<file path="config.mk">
export PLATFORM = sky130hd
export DESIGN_NAME = moore_seq_det_param
export DESIGN_NICKNAME = d
export VERILOG_FILES = /design/src/rtl/moore_seq_det_param.sv
export SDC_FILE = /design/constraint.sdc
export NUM_CORES = 1
export LEC_CHECK = 0
export CAP_MARGIN = 10
export CORE_AREA = 4 4 41 43
export CTS_CLUSTER_SIZE = 12
export DETAILED_ROUTE_END_ITERATION = 10
export DIE_AREA = 0 0 45 47
export GPL_TIMING_DRIVEN = 0
export PLACE_DENSITY_LB_ADDON = 0.12
export SYNTH_ARGS = -nofsm -noshare
export SYNTH_HDL_FRONTEND = slang
export SYNTH_SLANG_ARGS = --single-unit
</file>
<file path="constraint.sdc">
create_clock -name Clk -period 1.35 [get_ports Clk]
set_input_delay 0.135 -clock Clk [delete_from_list [all_inputs] [get_ports Clk]]
set_output_delay 0.135 -clock Clk [all_outputs]
set_load 0.01 [all_outputs]
</file>
<file path="src/rtl/moore_seq_det_param.sv">
// Parametrised Moore sequence detector with KMP partial-match fallback and run-time overlap select.
// Optional saturating detection counter is built only when SEQ_DET_CNT_EN is defined.
module moore_seq_det_param #(
    parameter int                PAT_LEN = 4,
    parameter logic [PAT_LEN-1:0] PATTERN = 4'b1010,
    parameter int                CNT_W   = 8,
    localparam int               SW      = $clog2(PAT_LEN + 1)
) (
    input  logic             Clk,
    input  logic             Rst,
    input  logic             In,
    input  logic             Mode,
    input  logic             Clr,
    output logic             OP,
    output logic [CNT_W-1:0] Match_Cnt,
    output logic [SW-1:0]    CS,
    output logic [SW-1:0]    NS
);

    localparam logic [SW-1:0] DET       = SW'(PAT_LEN);
    localparam logic [16:0]   PAT_EXT   = 17'(PATTERN);
    localparam logic          FIRST_BIT = PATTERN[PAT_LEN-1];
    localparam int            TBL_SIZE  = 2 ** (SW + 1);

    logic [SW-1:0] state_reg;
    logic [SW-1:0] state_next;
    logic [SW-1:0] trans_tbl [0:TBL_SIZE-1];

    // Longest suffix of (first k pattern bits, b) that is also a pattern prefix.
    // Bit i of the probe string is the i-th bit received; pattern bit j is PATTERN[PAT_LEN-1-j].
    function automatic int kmp_next(input int k, input int b);
        logic [16:0] s;
        int          res;
        logic        ok;
        s = '0;
        for (int i = 0; i < 17; i++) begin
            if (i < k) begin
                s = s | (((PAT_EXT >> (PAT_LEN - 1 - i)) & 17'd1) << i);
            end
        end
        if (b != 0) begin
            s = s | (17'd1 << k);
        end
        res = 0;
        for (int len = 1; len <= PAT_LEN; len++) begin
            if (len <= k + 1) begin
                ok = 1'b1;
                for (int j = 0; j < PAT_LEN; j++) begin
                    if (j < len) begin
                        if (((s >> (k + 1 - len + j)) & 17'd1) !=
                            ((PAT_EXT >> (PAT_LEN - 1 - j)) & 17'd1)) begin
                            ok = 1'b0;
                        end
                    end
                end
                if (ok) begin
                    res = len;
                end
            end
        end
        return res;
    endfunction

    // Transition table indexed by {state, In}; unreachable codes map to S0.
    genvar gi, gb;
    generate
        for (gi = 0; gi < 2 ** SW; gi++) begin : g_state
            for (gb = 0; gb < 2; gb++) begin : g_bit
                if (gi <= PAT_LEN) begin : g_live
                    localparam int NXT = kmp_next(gi, gb);
                    assign trans_tbl[gi*2+gb] = SW'(NXT);
                end else begin : g_dead
                    assign trans_tbl[gi*2+gb] = '0;
                end
            end
        end
    endgenerate

    always_ff @(posedge Clk or negedge Rst) begin
        if (!Rst) begin
            state_reg <= '0;
        end else begin
            state_reg <= state_next;
        end
    end

    always_comb begin
        state_next = '0;
        if (state_reg > DET) begin
            state_next = '0;
        end else if (state_reg == DET && !Mode) begin
            state_next = (In == FIRST_BIT) ? SW'(1) : '0;
        end else begin
            state_next = trans_tbl[{state_reg, In}];
        end
    end

    always_comb begin
        OP = (state_reg == DET);
    end

    assign CS = state_reg;
    assign NS = state_next;

`ifdef SEQ_DET_CNT_EN
    logic [CNT_W-1:0] cnt_reg;

    // Clear has priority; the count sticks at all-ones instead of wrapping.
    always_ff @(posedge Clk or negedge Rst) begin
        if (!Rst) begin
            cnt_reg <= '0;
        end else if (Clr) begin
            cnt_reg <= '0;
        end else if (state_next == DET && cnt_reg != {CNT_W{1'b1}}) begin
            cnt_reg <= cnt_reg + CNT_W'(1);
        end
    end

    assign Match_Cnt = cnt_reg;
`else
    logic unused_clr;

    assign unused_clr = Clr;
    assign Match_Cnt  = '0;
`endif

endmodule

</file>
Yosys cells after proc, flatten, opt, wreduce, memory -nomap -nowiden

Memories as Yosys holds them, arrays and structs flattened.
Cells that the tools add are included.

Bits of input ports: 5
Memories kept: 1
Output and inout port bits: 15
Bits in registers: 3
ROM bits: 48
Word-level logic and storage cells: 13

Reduce and logical (&&, ||, !) cells: 2
Order comparisons: 2
Muxes and demuxes: 5
Eq/ne operators: 1
Bitwise operators: 1

Memory list:

| memory           | words | width | rd ports | clocked after memory_dff | write ports | line | text |
|---|---|---|---|---|---|---|---|
| (name not given) | 16    | 3     | 1        | 0                        | 0           | 94   | `state_next = trans_tbl[{state_reg, In}];` |

Operators with widths:

| cell                                                      | number |
|---|---|
| 3-bit two-way mux                                         | 4 |
| 5-bit greater-or-equal comparator (second input constant) | 1 |
| 4-bit NOT with 5-bit output                               | 1 |
| 3-bit == test (second input constant)                     | 1 |
| 3-bit > comparator (second input constant)                | 1 |
| 1-bit logical AND                                         | 1 |
| 1-bit logical NOT                                         | 1 |
| 1-bit two-way mux                                         | 1 |

Longest topological paths before layout

Depth in word-level cells: 6
Mapped depth: 2
Mapped depth without buffers: 2

Worst setup path after synthesis

Ideal clock, no wire load.

Kind: flip-flop to output port
Start point: register state_reg[1], in the netlist CS[1]
End point: output NS[1]
Path buffers: 0
Data arrival time: 1.107 ns
Stages on the path, launching flop included: 3
Setup slack: 0.108 ns
Data required time: 1.215 ns
Cell sequence: dfrtp_1 > or4b_1 > o211ai_1

Longest elaborated chain between the ends: 6
Elaborated cells between the ends (all ways): 9
Those cells by class: order compare: 1; eq/ne: 1; mux: 4; bitwise: 1; reduce/logical: 1; memory: 1

Ends and longest elaborated chain:

| item                                                  | line | text |
|---|---|---|
| from (decl)                                           | 25   | `logic [SW-1:0] state_reg;` |
| from (signal assigned)                                | 83   | `state_reg <= state_next;` |
| 4-bit NOT with 5-bit output (not written as such)     | 94   |  |
| memory 16 x 3 bit                                     | -    |  |
| 3-bit two-way mux (not written as such) (2 in series) | 94   |  |
| 3-bit two-way mux                                     | 91   | `end else if (state_reg == DET && !Mode) begin` |
| 3-bit two-way mux (*)                                 | 89   | `if (state_reg > DET) begin` |
| to (decl)                                             | 17   | `output logic [SW-1:0] NS` |

Every way passes the cells marked *; elsewhere a longest branch is shown, timed or not. The select of a mux whose other input is x is not followed.

Worst setup path after layout

Start point: register state_reg[2], in the netlist CS[2]
End point: output NS[1]

Same word-level chain as after synthesis.

==> run_results.csv <==
group,metric,value,unit
run_status,status,"complete, but fails checks",
run_status,violations,"negative setup slack",
cells_and_area,multi_input_area,98.8,um^2
floorplan,rows,13,
clock_network,cts.sinks,3,
detailed_routing,wirelength,551,um
sta,clock_skew,0.000412,ns
worst_setup_path,critPathCaptureType,"primary output",
clock_network,h-tree-depth,1,
clock_network,cts_root_buffer,"clkbuf_4",
sta,min_period_over_period,1.17,
cells_and_area,syn_to_final_growth,90.4,%
cells_and_area,largest_register_ff_count,3,
worst_setup_path,worstPathCellList,"or4bb_1, o211ai_1, buf_2",
global_route,grt_pass1_vias,215,
clock_network,cts_tree,"built",
floorplan,io-pin-count,20,
sta,finalSetupViolCount,2,
sta,hold_viol,0,
placed_design,portBuffers,10,
cells_and_area,layout_common_cells,"11 x buf_4, 8 x conb_1, 4 x dlygate4sd2_1",
global_route,grtUsageTotal,0.0632,
placed_design,place_worst_setup_slack,-0.680,ns
cells_and_area,final_core_util,0.304,
global_route,grt_max_degree,8,
logic_synthesis,synth.area.top_cells,"dfrtp_1 36%, buf_4 29%, and4bb_1 6.0%, or4bb_1 5.4%, or4b_1 4.8%",
logic_synthesis,synth-seq-cells,3,
floorplan,core_region_area,1300,um^2
floorplan,initial_core_util,0.160,
clock_network,clk_pin_slew_worst_paths,0.04,ns
detailed_routing,drtAntennaViolNets,0,
floorplan,die_y,47,um
worst_setup_path,slowest_delay,0.51,ns
clock_network,cts_buffers,3,
min_path,hold_class,"input port to asynchronous set/reset pin",
cells_and_area,layout_commonest_cell,"buf_4",
logic_synthesis,yosys.area.top_type,"dfrtp_1",
logic_synthesis,synth_xor_area_frac,0,
floorplan,fp.dieW,45,um
worst_setup_path,crit_path_max_fanout,4,
cells_and_area,num_antenna_cells,0,
sta,worst_slack,-0.233,ns
clock_network,holdBufCountCts,0,
placed_design,place.gp.congestion,0.712,
logic_synthesis,yosysWarnings,0,
logic_synthesis,syn_avg_cell_area,10.4,um^2
power,finalPower,0.000347,W
logic_synthesis,synth_cell_types,11,
logic_synthesis,synth_top_cell_area_share,0.361,
global_route,antenna_found_initial,0,
detailed_routing,vias_per_cell,3.62,
clock_network,clkLatencyLatePin,0.23,ns
power,powerDensity,878,nW/um^2
worst_setup_path,cp.arrival,1.45,ns
cells_and_area,final_layout_size_suffix_gt1_frac,0.444,
global_route,grt_pass1_wl,862,um
sta,rsz0062_at_grt,"yes",
clock_network,clock_path_buffers,2,
worst_setup_path,critPathLaunchType,"register",
sta,whs,0.0857,ns
logic_synthesis,synthesis.area,208,um^2
logic_synthesis,yosysSeqAreaShare,0.361,
sta,fin_crit,1.58,ns
global_route,grt_overflow,0,
sta,slew_viol_final,0,
power,ir_worst_vdd,0.000241,V
logic_synthesis,synth_compound_area_frac,0.0602,
detailed_routing,drt_iter0_markers,0,
worst_setup_path,cp.required,1.22,ns
worst_setup_path,cp_slowest_cell,"or4bb_1",
cells_and_area,seqCellArea,77.6,um^2
detailed_routing,route.detailed.wl_per_inst,9.18,um
cells_and_area,nets,51,
power,leakage,0.214,nW
detailed_routing,first_pass_iters,1,
cells_and_area,fill_cells,154,
logic_synthesis,synthMuxAreaShare,0,
detailed_routing,via_count,217,
detailed_routing,post-route-drc-count,0,
job,maxCapViolCount,0,
worst_setup_path,critPathKind,"register to primary output",
logic_synthesis,synth_top_family_by_area,"buffers and inverters",
logic_synthesis,synthAdderAreaFrac,0,
floorplan,dieArea,2120,um^2
logic_synthesis,yosys.area_share.simple,0.271,
logic_synthesis,synth_cells,20,
sta,fmax,632,MHz
## metal layers
metal,GRT usage,vias up,wire (um)
li1,-,104,-
met1,0.0523,92,184
met2,0.0989,17,259
met3,0.0153,4,71
met4,0.105,0,36
met5,0,-,0
## layout make-up
| type | instances | area share |
|---|---|---|
| repair buffers | 14 | 0.288 |
| multi-input cells | 16 | 0.250 |
| flip-flops and latches | 3 | 0.196 |
| plain buffers | 8 | 0.152 |
| clock buffers | 4 | 0.0665 |
| well taps | 15 | 0.0475 |
## cells in the mapped netlist
master / instances
buf_4: 8
nor3b_1: 1
or4bb_1: 1
o211ai_1: 1
nand4b_1: 1
or4b_1: 1
and4bb_1: 1
conb_1: 1
o21ai_0: 1
dfrtp_1: 3
and2_1: 1
## cell families after synthesis
kind of cell    Yosys count
compound gates            2
buf+inv                   8
flops                     3
other cells               1
simple gates              6
## where the power goes
group          switching (W)  leakage (nW)  total (W)  internal, W
clock              0.0000446        0.0150   0.000155     0.000111
sequential        0.00000861        0.0361   0.000106    0.0000977
combinational      0.0000350         0.163  0.0000856    0.0000506
## final timing paths
kind,cells after the start,end,slack (ns),from
worst max-delay path,3,NS[1],-0.23,CS[2]
worst min-delay path,1,CS[2],0.09,Rst
worst max register to register,3,CS[1],0.10,CS[2]
worst min register to register,1,CS[2],0.65,CS[0]
max in group asynchronous,1,CS[1],1.11,Rst
min in group Clk,2,CS[2],0.45,In
## repair_timing
item | CTS | global route
endpoints found under the setup margin | 7 | 4
buffers inserted | 3 | 1
resized for setup | 16 | 3
pin swaps | 3 | 1
## through the flow
| step | instance area, um^2 | setup TNS, ns | std cells |
|---|---|---|---|
| floorplan | 234 | 0 | 27 |
| global placement | 353 | -1.08 | 52 |
| detailed placement | 353 | -1.16 | 52 |
| CTS | 382 | -0.285 | 59 |
| global route | 395 | -0.403 | 60 |
| finish | 395 | -0.255 | 60 |
## worst max-delay path, delay by kind of cell, from the launching register on
family | cells | cell delay, ns
AOI/OAI and AO/OA | 1 | 0.13
DFF | 1 | 0.40
buffers and inverters | 1 | 0.17
and+or+nand+nor | 1 | 0.51
Power figures use the tool's default switching activity.
==> variant 1: new RTL, config.mk and constraints unchanged <==
Change the parameter `CNT_W` from 8 to 10.
--- a/src/rtl/moore_seq_det_param.sv
+++ b/src/rtl/moore_seq_det_param.sv
@@ -5,3 +5,3 @@
     parameter logic [PAT_LEN-1:0] PATTERN = 4'b1010,
-    parameter int                CNT_W   = 8,
+    parameter int                CNT_W   = 10,
     localparam int               SW      = $clog2(PAT_LEN + 1)
Interface: changed (resized Match_Cnt); port bits go from 20 to 22. No check against the original RTL was run, so the function may have changed too.
==> variant 1 against the original RTL <==
  * Wire length up 21%
  * The run still ends with setup timing left
  * Setup slack better by 0.0038 ns
  * Largest power group unchanged
  * Cell area up 16%
  * Area after synthesis up 7.2%
  * Sequential cell count unchanged
  * Non-clock buffer count up 7
  * Total power up 11%
  * Global-route usage up 1.4 points
==> variant 1: results (changes against the original RTL) <==
TritonRoute pass-1 iters=3 (was 1); Total GRT Usage=0.07686 (was 0.06319); clock skew=0.002972 ns (was 0.0004124 ns); status=finished, violations left (unchanged); Lkg Pwr=0.2683 nW (was 0.2142 nW); VDD IR max=0.0002173 V (was 0.0002413 V); number of global-route vias before repair=239 (was 215); Fillers=146 (was 154); Setup TNS=-0.2556 ns (was -0.2552 ns); first-pass GRT wire length=986 um (was 862 um); Placer Congestion=0.5668 (was 0.7118); Async SR Flop Fraction=1.000 (unchanged); Post-Synthesis Cells=22 (was 20); Routed WL=665 um (was 551 um); fin nets=60 (was 51); ratio of cells with drive above 1 in the final layout=0.5000 (was 0.4444); final setup vio count=2 (unchanged); Distinct cells, synth=11 (unchanged); Worst Path Max Fanout=5 (was 4); via density per instance=3.565 (was 3.617); placed cells=56 (was 52); failing checks=setup timing (unchanged); register area share after synthesis=0.3371 (was 0.3614); Post-DP Area=375.4 um^2 (was 352.8 um^2); top cells by area, synth=buf_4 34%, dfrtp_1 34%, and4bb_1 5.6% (was dfrtp_1 36%, buf_4 29%, and4bb_1 6.0%); DRT iter0 DRCs=1 (was 0); DR WL/cell=9.638 um (was 9.183 um); top post-synthesis cells by count=10 x buf_4, 3 x dfrtp_1 (was 8 x buf_4, 3 x dfrtp_1); post-layout worst setup margin=-0.2296 ns (was -0.2334 ns)
variant 1: cell types whose count changed after synthesis:
cell	unedited run	this run
buf_4	8	10
variant 1: critical path, stage by stage (launching register included):
cell	delay (ns)
dfrtp_1	0.41
buf_6	0.12
or4bb_1	0.38
o211ai_1	0.12
buf_2	0.17
variant 1: cells by family (layout without fill, tap and decap cells):
family                 after synthesis  in the layout  share of synthesized area
AOI/OAI and AO/OA                    2              2                    0.05617
and+or+nand+nor                      6              6                     0.2528
other                                1             10                    0.01684
buffers and inverters               10             33                     0.3371
DFF                                  3              3                     0.3371
variant 1: path summary, 6_finish.rpt:
kind	slack (ns)	end	cells past startpoint	start
setup reg to reg	0.03	CS[1]$_DFF_PN0_	5	CS[1]$_DFF_PN0_
setup / recovery	-0.23	NS[1]	4	CS[1]$_DFF_PN0_
max in group asynchronous	1.11	CS[2]$_DFF_PN0_	1	Rst
min in group Clk	0.61	CS[0]$_DFF_PN0_	2	In
hold / removal	0.08	CS[1]$_DFF_PN0_	1	Rst
hold reg to reg	0.66	CS[2]$_DFF_PN0_	1	CS[2]$_DFF_PN0_
variant 1: layout make-up:
class / count / area, um^2 / share of cell area
timing repair buffer: 19 / 156.4 / 0.3406
multi-input combinational: 18 / 106.4 / 0.2316
sequential: 3 / 76.32 / 0.1662
buffer: 10 / 75.07 / 0.1635
clock buffer: 4 / 26.28 / 0.05722
tap: 15 / 18.77 / 0.04087
variant 1: report_power, final:
group	switching [mW]	leakage (nW)	internal, mW
clock	0.0503	0.0150	0.111
combinational	0.0452	0.216	0.0745
sequential	0.00877	0.0369	0.0968
total	0.104	0.268	0.282
variant 1: timing repair:
action / in CTS / in global routing
setup endpoints to repair: 7 / 6
setup buffers: 5 / 4
gates resized for setup: 13 / 9
pin swaps: 3 / 2
variant 1: routing by layer:
metal,vias to the layer above,wire length [um],GRT usage
met3,4,65,0.02299
met1,105,202,0.05275
met4,0,49,0.1404
li1,123,-,-
met2,14,347,0.1243
met5,-,0,0
variant 1: metrics by stage:
| step | hold WS [ns] | setup slack [ns] |
|---|---|---|
| finish | 0.07996 | -0.2296 |
| floorplan | -0.1606 | 0.1077 |
| global placement | 0.3212 | -0.6494 |
| detailed placement | 0.3305 | -0.6402 |
| CTS | 0.08078 | -0.2496 |
| global route | 0.09023 | -0.3017 |
==> variant 2: new RTL, config.mk and constraints unchanged <==
Made on the original files. Add an input register stage for `In` and `Mode`; this delays them by one clock. The other inputs are not delayed to match.
--- a/src/rtl/moore_seq_det_param.sv
+++ b/src/rtl/moore_seq_det_param.sv
@@ -23,2 +23,10 @@
     localparam int            TBL_SIZE  = 2 ** (SW + 1);
+
+    logic In_q;
+    logic Mode_q;
+
+    always_ff @(posedge Clk) begin
+        In_q   <= In;
+        Mode_q <= Mode;
+    end
 
@@ -90,6 +98,6 @@
             state_next = '0;
-        end else if (state_reg == DET && !Mode) begin
-            state_next = (In == FIRST_BIT) ? SW'(1) : '0;
+        end else if (state_reg == DET && !Mode_q) begin
+            state_next = (In_q == FIRST_BIT) ? SW'(1) : '0;
         end else begin
-            state_next = trans_tbl[{state_reg, In}];
+            state_next = trans_tbl[{state_reg, In_q}];
         end
Function: changed (a bounded check fails within 4 cycles, from zero or initial values and one cycle with Rst low).
==> variant 2 against the original RTL <==
  * The run still ends with setup timing left
  * Cell area grew 17%
  * Global-route usage grew 0.82 points
  * Wire length grew 13%
  * Maximum frequency grew 0.50%
  * Setup slack gained 0.0079 ns
  * Area after synthesis grew 19%
  * First-iteration DRC count is the same
  * Utilization grew 5.2 points
  * Count of clock-buffer cells in the layout is the same
  * Sequential cell count grew 2
  * Total power grew 30%
==> variant 2: results (changes against the original RTL) <==
buffer share of cell area=0.4162 (was 0.4399); Async SR Flop Fraction=0.6000 (was 1.000); pwr dens=972.4 mW/mm^2 (was 877.9 mW/mm^2); setup bufs post-CTS=5 (was 3); clock skew=0.004845 ns (was 0.0004124 ns); post_cts resized=20 (was 16); VDD IR max=0.0006416 V (was 0.0002413 V); final setup vio count=3 (was 2); ClkCell Share=0.05676 (was 0.06646); routing usage on met1=0.06912 (was 0.05227); met3 GRT Util=0.07280 (was 0.01533); Worst Path Max Fanout=3 (was 4); register area share after synthesis=0.4646 (was 0.3614); clock group share of total power=0.388 (was 0.447); first-pass GRT wire length=897 um (was 862 um); slowest CP cell=or4b_1 (was or4bb_1); ratio of cells with drive above 1 in the final layout=0.4898 (was 0.4444); status=finished, violations left (unchanged); post-layout worst setup margin=-0.2255 ns (was -0.2334 ns); largest net degree at the start of global routing=6 (was 8); routed wl met3=123 um (was 71 um); via count=236 (was 217); dpl ws=-0.4314 ns (was -0.6796 ns); fraction of area in multi-input gates=0.2378 (was 0.2500); Non-CTS buffers=24 (was 22); met2 Use GR=0.09040 (was 0.09887); Synth Area per Inst=11.26 um^2 (was 10.38 um^2); Fillers=152 (was 154); Distinct cells, synth=12 (was 11); failing checks=setup timing (unchanged)
==> variant 2: cell families after synthesis <==
kind of cell | after synthesis
buffers and inverters | 8
AND/OR/NAND/NOR | 6
flip-flops | 5
AO/OA/AOI/OAI | 2
other | 1
==> variant 2: worst paths after layout <==
path,to,cells after the start,startpoint,slack (ns)
setup / recovery,NS[1],3,CS[1]$_DFF_PN0_,-0.23
hold / removal,CS[1]$_DFF_PN0_,1,Rst,0.07
setup reg to reg,CS[1]$_DFF_PN0_,2,CS[1]$_DFF_PN0_,0.23
hold reg to reg,CS[0]$_DFF_PN0_,1,In_q$_DFF_P_,0.51
max in group asynchronous,CS[0]$_DFF_PN0_,1,Rst,1.14
min in group Clk,In_q$_DFF_P_,1,In,0.34
==> variant 2: through the flow <==
stage	setup TNS [ns]	cell area [um^2]
finish	-0.3258	462.9
detailed placement	-0.5278	392.9
global placement	-0.5058	392.9
CTS	-0.2461	437.9
floorplan	0	274.0
global route	-0.5917	462.9
